`config.mk`:
```
export PLATFORM = sky130hd
export DESIGN_NAME = bit_serializer
export DESIGN_NICKNAME = d
export VERILOG_FILES = /design/src/rtl/bit_serializer.sv
export SDC_FILE = /design/constraint.sdc
export NUM_CORES = 1
export LEC_CHECK = 0
export ABC_AREA = 1
export BUFFER_PORTS_ARGS = -buffer_cell sky130_fd_sc_hd__buf_2
export CORE_UTILIZATION = 50
export CTS_CLUSTER_SIZE = 14
export DETAILED_ROUTE_END_ITERATION = 16
export GPL_TIMING_DRIVEN = 0
export PLACE_DENSITY = 0.83
export SYNTH_ARGS = -nofsm -noshare
export SYNTH_HDL_FRONTEND = slang
export SYNTH_SLANG_ARGS = --single-unit
```
`constraint.sdc`:
```
create_clock -name clk -period 1.7 [get_ports clk]
set_input_delay 0.085 -clock clk [delete_from_list [all_inputs] [get_ports clk]]
set_output_delay 0.085 -clock clk [all_outputs]
set_load 0.01 [all_outputs]
```
`src/rtl/bit_serializer.sv`:
```
// Word-to-bit serializer: accepts WIDTH-bit words over valid/ready and emits them LSB first,
// counting emitted bits per message and pulsing done after the final bit of the last word.
//
// state | meaning
// IDLE  | ready for the first word of a message; bit_count holds the previous total
// SHIFT | emitting bits; r_word_vld=0 means waiting between words with din_ready high
// DONE  | one-cycle done pulse, bit_count holds the message total
module bit_serializer #(
    parameter int WIDTH = 8,
    parameter int CNT_W = 12
) (
    input  logic             clk,
    input  logic             rst_n,
    input  logic [WIDTH-1:0] din,
    input  logic             din_valid,
    input  logic             din_last,
    output logic             din_ready,
    output logic             serial_out,
    output logic             serial_en,
    input  logic             serial_ready,
    output logic             serial_last,
    output logic [CNT_W-1:0] bit_count,
    output logic             done,
    output logic             overflow
);

    localparam int               IDX_W    = $clog2(WIDTH);
    localparam logic [IDX_W-1:0] LAST_IDX = IDX_W'(WIDTH - 1);

    typedef enum logic [1:0] {
        IDLE  = 2'd0,
        SHIFT = 2'd1,
        DONE  = 2'd2
    } state_t;

    state_t             r_state;
    state_t             w_state_nxt;
    logic [WIDTH-1:0]   r_shreg;
    logic               r_last;
    logic [IDX_W-1:0]   r_bit_idx;
    logic               r_word_vld;
    logic [CNT_W-1:0]   r_bit_count;
    logic               r_overflow;

    logic               w_consume;
    logic               w_boundary;
    logic               w_ready;
    logic               w_done;
    logic               w_accept;
    logic               w_msg_start;

    assign serial_en  = (r_state == SHIFT) && r_word_vld;
    assign w_consume  = serial_en && serial_ready;
    assign w_boundary = w_consume && (r_bit_idx == LAST_IDX);

    always_ff @(posedge clk or negedge rst_n) begin
        if (!rst_n) begin
            r_state <= IDLE;
        end else begin
            r_state <= w_state_nxt;
        end
    end

    always_comb begin
        w_state_nxt = r_state;
        w_ready     = 1'b0;
        w_done      = 1'b0;
        case (r_state)
            IDLE: begin
                w_ready = 1'b1;
                if (din_valid) begin
                    w_state_nxt = SHIFT;
                end
            end
            SHIFT: begin
                if (!r_word_vld) begin
                    w_ready = 1'b1;
                end else if (w_boundary) begin
                    if (r_last) begin
                        w_state_nxt = DONE;
                    end else begin
                        // Ready on the last bit lets the next word follow with no bubble.
                        w_ready = 1'b1;
                    end
                end
            end
            DONE: begin
                w_done      = 1'b1;
                w_state_nxt = IDLE;
            end
            default: begin
                w_state_nxt = IDLE;
            end
        endcase
    end

    assign w_accept    = din_valid && w_ready;
    assign w_msg_start = w_accept && (r_state == IDLE);

    always_ff @(posedge clk or negedge rst_n) begin
        if (!rst_n) begin
            r_shreg     <= '0;
            r_last      <= 1'b0;
            r_bit_idx   <= '0;
            r_word_vld  <= 1'b0;
            r_bit_count <= '0;
            r_overflow  <= 1'b0;
        end else begin
            if (w_accept) begin
                r_shreg    <= din;
                r_last     <= din_last;
                r_bit_idx  <= '0;
                r_word_vld <= 1'b1;
            end else if (w_consume) begin
                r_shreg   <= {1'b0, r_shreg[WIDTH-1:1]};
                r_bit_idx <= w_boundary ? '0 : r_bit_idx + IDX_W'(1);
                if (w_boundary) begin
                    r_word_vld <= 1'b0;
                end
            end

            // Only the first word of a message restarts the count; later words continue it.
            if (w_msg_start) begin
                r_bit_count <= '0;
                r_overflow  <= 1'b0;
            end else if (w_consume) begin
                if (&r_bit_count) begin
                    r_overflow <= 1'b1;
                end else begin
                    r_bit_count <= r_bit_count + CNT_W'(1);
                end
            end
        end
    end

    assign din_ready   = w_ready;
    assign serial_out  = serial_en && r_shreg[0];
    assign serial_last = serial_en && r_last && (r_bit_idx == LAST_IDX);
    assign bit_count   = r_bit_count;
    assign done        = w_done;
    assign overflow    = r_overflow;

endmodule

```
==> impl_results.md, run 1 <==
- Initial antenna violation count: 0
- Slowest stage delay, CP: 0.41 ns
- M2 GR Usage: 40.2%
- CP delay by family, top: flip-flops
- CTS tree: done
- Worst setup SP type: register
- Status: finished clean
- Vias: 1512
- NumNets Final: 272
- DRC: 0
- PwrDens: 1380 nW/um^2
- Slowest stage cell, crit path: dfrtp_1
- Overflow left after global routing: 0
- H-tree level count: 1
- R2R cell count: 8
- Vias/cell: roughly 5
- Final wirelength: roughly 3500 um
- Fill cells: 288
- Internal power: between 1500 and 2000 uW
- Hold slack: around 0.011 ns
- Critical path peak fanout: 3
- Tightest Pin Transition: 0.630 ns
- Synthesized area per cell: about 7.6 um^2
- Final Hold Fails: 0
- Worst-path cell chain: ha_1 > ha_1 > inv_1 > nor3_1 > buf_2
- Switching Fraction: 41.9%
- Crit path top cell by count: ha_1
- Seq pwr share: roughly 37%
- Worst path buffer plus inverter count: 2
- Syn Nets: 228
- Layout area overhead: 24.3%
- CP Capture Type: output pin
- Vias in the first global route: 1393
- Clock share of power: 16.4%
- RSZ-0062 raised after global routing: yes
- Max-Cap Viols: 0
- Critical Setup Path Class: register to output pin
- Largest net degree at the start of global routing: 29
- Worst setup margin: 0.0512 ns
- Worst-skew pair later-pin latency: about 0.35 ns
- Synthesized flop and latch total: 28
- VDD IR-drop max: 0.764 mV
- Yosys warnings: 0
- Die H: around 59 um
- Area leader, netlist: dfrtp_1
- CTS Buf Count: 3
- Synth unique cells: 24
- Iteration-0 DRC Markers: 74
- Detail Route Antenna Nets: 0
- Initial core utilization: 52.5%
- Max-slew headroom: 58.0%
- Top cell type's share of synthesized area: 43.7%
- ANT cells: 0
- Number of synthesized flops with an enable pin: 0
- Layout cells sized above 1: 25.5%
- Register area share after synthesis: 43.7%
- Gr busiest metal: met2
- Final setup vio count: 0
- I/O pins: 31
- Fin area: 1990 um^2
- Die X: 58.6 um
- PortBufs: 30
- Psw: 1150 uW
- Post-DP HPWL: ~2500 um
- Leak: 0.00105 uW
- Layout Utilization: approximately 65%
- Mapped cell area: 1600 um^2
- Critical path depth: 5
- Routed WL per cell: about 12 um
- Aggregate global-route resource usage: a little under a quarter
- Arrival @ worst endpoint: 1.56 ns
- Clock sinks: 28
- Asr flop ratio synth: 100%
- Core Box Area: slightly above 3000 um^2
- Tmin final: 1.65 ns
- Post-Place Cell Area: 1810 um^2
- Clock skew: between 0.01 and 0.015 ns
- RePlAce Congestion: 0.777
- Rows: 20
- Fmax: approximately 610 MHz
- Clk root buf: clkbuf_4
- M3 GR Usage: 2.20%
- Overall Power: 2750 uW
- Global-route wire length before repair: 5990 um
- Cells after Synth: roughly 210
- Comb pwr share: 46.6%
- Predominant post-synthesis flop cell: dfrtp_1
- Crit share post-route: 97.0%
- Die area: approximately 3400 um^2
- Drt pass-1 iters: 4
- Hold path cells: 3
- Worst Hold Class: input pin to register
- Fin. max-slew vios: 0
- Top post-synthesis cells by area: dfrtp_1 44%, nand2_1 12%, nand3_1 7.8%
- M1 GR Usage: 29.6%
- Critical path required time: 1.62 ns
- Clock transition at path regs: 0.15 ns
- Placement Setup Slack: -0.0615 ns
- Deepest clock path buffer count: 2
## routing by layer
layer  up-vias  part of all wire (%)
met3         5                   3.6
met1       700                    46
met5         -                     0
li1        766                     -
met2        41                    49
met4         0                   1.6
## cells in the final DEF, fill, tap and decap left out, types with 2 or more instances in the layout
cell type,netlist,routed
nand2_1,53,51
buf_2,4,33
dfrtp_1,28,27
inv_1,30,26
nor2_1,26,24
nand3_1,25,24
nand4_1,9,9
o21ai_0,7,7
buf_4,0,6
clkbuf_4,0,4
xor2_1,4,4
inv_2,0,3
nand3_4,1,3
nor2_4,2,3
nor3_1,3,3
ha_1,3,3
dlygate4sd3_1,0,3
a21oi_2,0,2
nand2_4,1,2
nand3b_1,2,2
nand2_2,1,2
o21bai_1,2,2
xnor2_1,2,2
## worst reg2reg max path: stages (launching register included)
cell and delay, ns:
dfrtp_1 0.43, ha_1 0.21, ha_1 0.21, nand3_2 0.12, nand2_4 0.10, nand3_4 0.10, clkbuf_4 0.22, nand3_1 0.09
nand2_1 0.07
## state kept, by name, indices dropped and copies added, names as in the netlist
name and cells:
r_word_vld 1, r_last 1, r_shreg 8, overflow 1
bit_count 12, r_state 2, r_bit_idx 3
## synth_stat cells (2+ instances only)
master,count
nor2_4,2
xnor2_1,2
dfrtp_1,28
o21bai_1,2
ha_1,3
nand2_1,53
o21ai_0,7
xor2_1,4
nor2_1,26
nand3_1,25
buf_2,4
nand4_1,9
a21oi_1,3
nand3b_1,2
nand3_2,2
nor3_1,3
inv_1,30
## kinds of logic (layout without fill, tap and decap cells)
| logic type | after synthesis | after routing | share of synthesized area (%) |
|---|---|---|---|
| simple gates | 125 | 125 | 36.5 |
| xor+xnor | 6 | 6 | 3.28 |
| compound gates | 14 | 14 | 4.92 |
| flops | 28 | 28 | 43.7 |
| buf+inv | 36 | 79 | 9.21 |
| fa+ha+maj | 3 | 3 | 2.34 |
## path summary, 6_finish.rpt
kind                                      end         start  slack, ns
worst max-delay path              serial_last  r_bit_idx[0]       0.05
worst min-delay path               r_shreg[0]        din[0]       0.01
worst max register to register     r_shreg[2]  r_bit_idx[0]       0.10
worst min register to register       overflow      overflow       0.52
max in group asynchronous          r_state[0]         rst_n       0.99
min in group asynchronous       bit_count[10]         rst_n       0.28
## stage by stage
stage,cells,TNS [ns]
finish,299,0
detailed placement,286,-0.121
global route,299,-0.0623
CTS,297,0
floorplan,212,0
global placement,286,-0.201
## timing repair
item | in CTS | in global routing
gates resized for setup | 4 | 14
hold endpoints to repair | 30 | 0
gates cloned | 0 | 0
pin swaps | 2 | 1
hold buffers | 3 | 0
endpoints found under the setup margin | 7 | 26
buffers inserted | 4 | 2
## power by group through the flow
stage | combinational [uW] | clock (uW) | sequential (uW)
after detailed placement | 1130 | 0 | 1010
after global placement | 1110 | 0 | 1010
final | 1280 | 452 | 1020
after CTS | 1200 | 458 | 1010
after floorplan | 826 | 0 | 998
after global routing | 1460 | 481 | 1040
## layout make-up
class | instances | area (um^2) | share of cell area, %
buffer | 6 | 38.8 | 1.95
inverter | 30 | 116 | 5.84
tap | 44 | 55.1 | 2.76
clock buffer | 3 | 22.5 | 1.13
clock inverter | 1 | 30.0 | 1.51
sequential | 28 | 702 | 35.2
timing repair buffer | 39 | 225 | 11.3
multi-input combinational | 148 | 802 | 40.3
Note: power is estimated with default switching activity, not from simulation.
==> run 2: changes to the inputs <==
--- a/config.mk
+++ b/config.mk
@@ -7,11 +7,11 @@
 export LEC_CHECK = 0
 export ABC_AREA = 1
 export BUFFER_PORTS_ARGS = -buffer_cell sky130_fd_sc_hd__buf_2
-export CORE_UTILIZATION = 50
+export CORE_UTILIZATION = 49
 export CTS_CLUSTER_SIZE = 14
 export DETAILED_ROUTE_END_ITERATION = 16
 export GPL_TIMING_DRIVEN = 0
-export PLACE_DENSITY = 0.83
+export PLACE_DENSITY = 0.85
 export SYNTH_ARGS = -nofsm -noshare
 export SYNTH_HDL_FRONTEND = slang
 export SYNTH_SLANG_ARGS = --single-unit
==> constraint.sdc (replaced) <==
create_clock -name clk -period 1.51 [get_ports clk]
set_input_delay 0.0755 -clock clk [delete_from_list [all_inputs] [get_ports clk]]
set_output_delay 0.0755 -clock clk [all_outputs]
set_load 0.01 [all_outputs]
==> run 2 against run 1 <==
Net effect: the flow now finishes with violations (setup timing); register-to-register slack worse by 0.11 ns; total power grew 18%; final cell count rose by 1.3%; clock-buffer cell count is 1 higher; global-route usage increased by 1.7 points; largest power group unchanged.
==> impl_results.md, run 2 (synthesis gave the netlist of run 1 again) <==
- Status: finished, violations left
- Failing checks: setup timing
- Worst setup SP type: register
- Critical Setup Path Class: register to output pin
- Worst Hold Class: input pin to register
- Rows: 20 (unchanged)
- Largest register FFs: 12 (unchanged)
- RePlAce Congestion: 0.841 (+8.2%)
- Iteration-0 DRC Markers: 119 (+61%)
- Overall Power: 3250 uW (+18%)
- Fmax: around 640 MHz
- Deepest clock path buffer count: 2 (unchanged)
- Worst-skew pair later-pin latency: 0.34 ns (about the same)
- Layout area overhead: 32.2%
- Final Hold Fails: 0 (unchanged)
- Leak: 0.00109 uW (+3.2%)
- Global-route wire length before repair: 6580 um (+9.8%)
- Crit share post-route: 104%
- R2r setup slk: -0.01 ns (-0.11 ns)
- DRC: 0 (unchanged)
- Detail Route Antenna Nets: 0 (unchanged)
- Layout cells sized above 1: 30.9% (+5.4 points)
- Layout Utilization: 68.9% (+3.6 points)
- Arrival @ worst endpoint: 1.49 ns (-0.07 ns)
- Critical path required time: 1.43 ns (-0.19 ns)
- ANT cells: 0 (unchanged)
- Die area: 3500 um^2 (+2.0%)
- I/O pins: 31 (unchanged)
- Initial core utilization: 52.1% (-0.43 points)
- Max-slew headroom: 57.0% (-1.0 points)
- Fin. max-slew vios: 0 (unchanged)
- PortBufs: 30 (unchanged)
- VDD IR-drop max: 1.06 mV (+39%)
- CTS tree: done
- Die X: 59.2 um (+0.98%)
- WHS Endpoint: r_shreg[2]
- Initial antenna violation count: 0 (unchanged)
- Final wirelength: 4020 um (+14%)
- NumNets Final: 276 (+1.5%)
- Max-Cap Viols: 0 (unchanged)
- Hold Path Origin: din[2]
- Clock transition at path regs: 0.15 ns (about the same)
- Core Box Area: 3080 um^2 (+0.82%)
- Clock sinks: 28 (unchanged)
- Hold path cells: 5 (+2)
- Vias/cell: 5.18 (+2.5%)
- Tmin final: between 1.5 and 2 ns
- Post-DP HPWL: 2580 um (+4.7%)
- Vias in the first global route: 1498 (+7.5%)
- Tightest Pin Transition: 0.645 ns (+0.0155 ns)
- RSZ-0062 raised after global routing: yes
- Largest net degree at the start of global routing: 29 (unchanged)
- Die H: 59.2 um (+0.98%)
- Vias: 1571 (+3.9%)
- Clock skew: 0.00477 ns (-0.00938 ns)
- Critical path peak fanout: 2 (-1)
- Overflow left after global routing: 0 (unchanged)
- CTS Buf Count: 3 (unchanged)
- R2R Path End: bit_count[7]
- CP Capture Type: output pin
- Hold slack: 0.0202 ns (+0.00954 ns)
- Drt pass-1 iters: 4 (unchanged)
- R2R cell count: 9 (+1)
- Clk root buf: clkbuf_4
- PwrDens: 1530 nW/um^2 (+11%)
- Aggregate global-route resource usage: 25.0% (+1.7 points)
- Most frequent cells in the layout: 49 x nand2_1, 33 x buf_2, 26 x inv_1, 26 x dfrtp_1, 24 x nand3_1
- Most common cell after layout, fill and taps aside: nand2_1
- H-tree level count: 1 (unchanged)
- Worst setup margin: -0.0601 ns (-0.111 ns)
- Final setup vio count: 4 (+4)
- FF-to-FF Start: r_state[1]
- Routed WL per cell: 13.3 um (+12%)
run 2: metrics by stage:
step	instance area, um^2	setup TNS [ns]	std cells	setup WS [ns]
finish	2120	-0.0986	303	-0.0601
CTS	2020	-0.0920	301	-0.0877
floorplan	1610	0	212	0.00697
detailed placement	1820	-2.84	286	-0.192
global route	2120	-1.68	303	-0.150
global placement	1820	-1.72	286	-0.144
run 2: what timing repair did:
item,in CTS,in global routing
pin swaps,7,4
hold buffers,3,0
gates resized for setup,21,23
endpoints found under the setup margin,29,27
setup buffers,8,2
hold endpoints to repair,30,0
run 2: routing by layer:
| layer | share of wire [%] | track usage, % |
|---|---|---|
| met1 | 42 | 31.2 |
| met5 | 0 | 0 |
| met4 | 2.1 | 8.16 |
| met2 | 52 | 44.5 |
| met3 | 4.0 | 3.28 |
run 2: report_power, final:
part,switching (uW),total (uW),leakage [uW],internal (uW)
sequential,169,1140,0.000358,970
clock,230,378,0.0000210,148
combinational,1050,1730,0.000708,683
total,1450,3250,0.00109,1800
run 2: cell type report:
| type | count | area, um^2 |
|---|---|---|
| Clock buffer | 4 | 36.3 |
| Buffer | 6 | 45.0 |
| Inverter | 30 | 115 |
| Fill cell | 242 | 958 |
| Tap cell | 44 | 55.1 |
| Sequential cell | 28 | 703 |
| Timing Repair Buffer | 43 | 255 |
| Multi-Input combinational cell | 148 | 910 |
run 2: worst max-delay path by stage:
stage                       startpoint            end  slack [ns]  cells after the start
after floorplan           bit_count[0]  bit_count[11]       0.007                      8
after global placement    bit_count[0]  bit_count[11]       -0.14                      8
after detailed placement  bit_count[0]  bit_count[11]       -0.19                      8
after CTS                   r_state[1]      din_ready       -0.09                      6
after global routing        r_state[1]     r_state[0]       -0.15                      9
final                       r_state[1]      din_ready       -0.06                      6
run 2: critical path: stages (launching register included):
cell,delay (ns)
dfrtp_1,0.43
inv_2,0.09
nand3_4,0.09
nor2_4,0.13
nand3_4,0.12
a21oi_4,0.15
buf_2,0.14
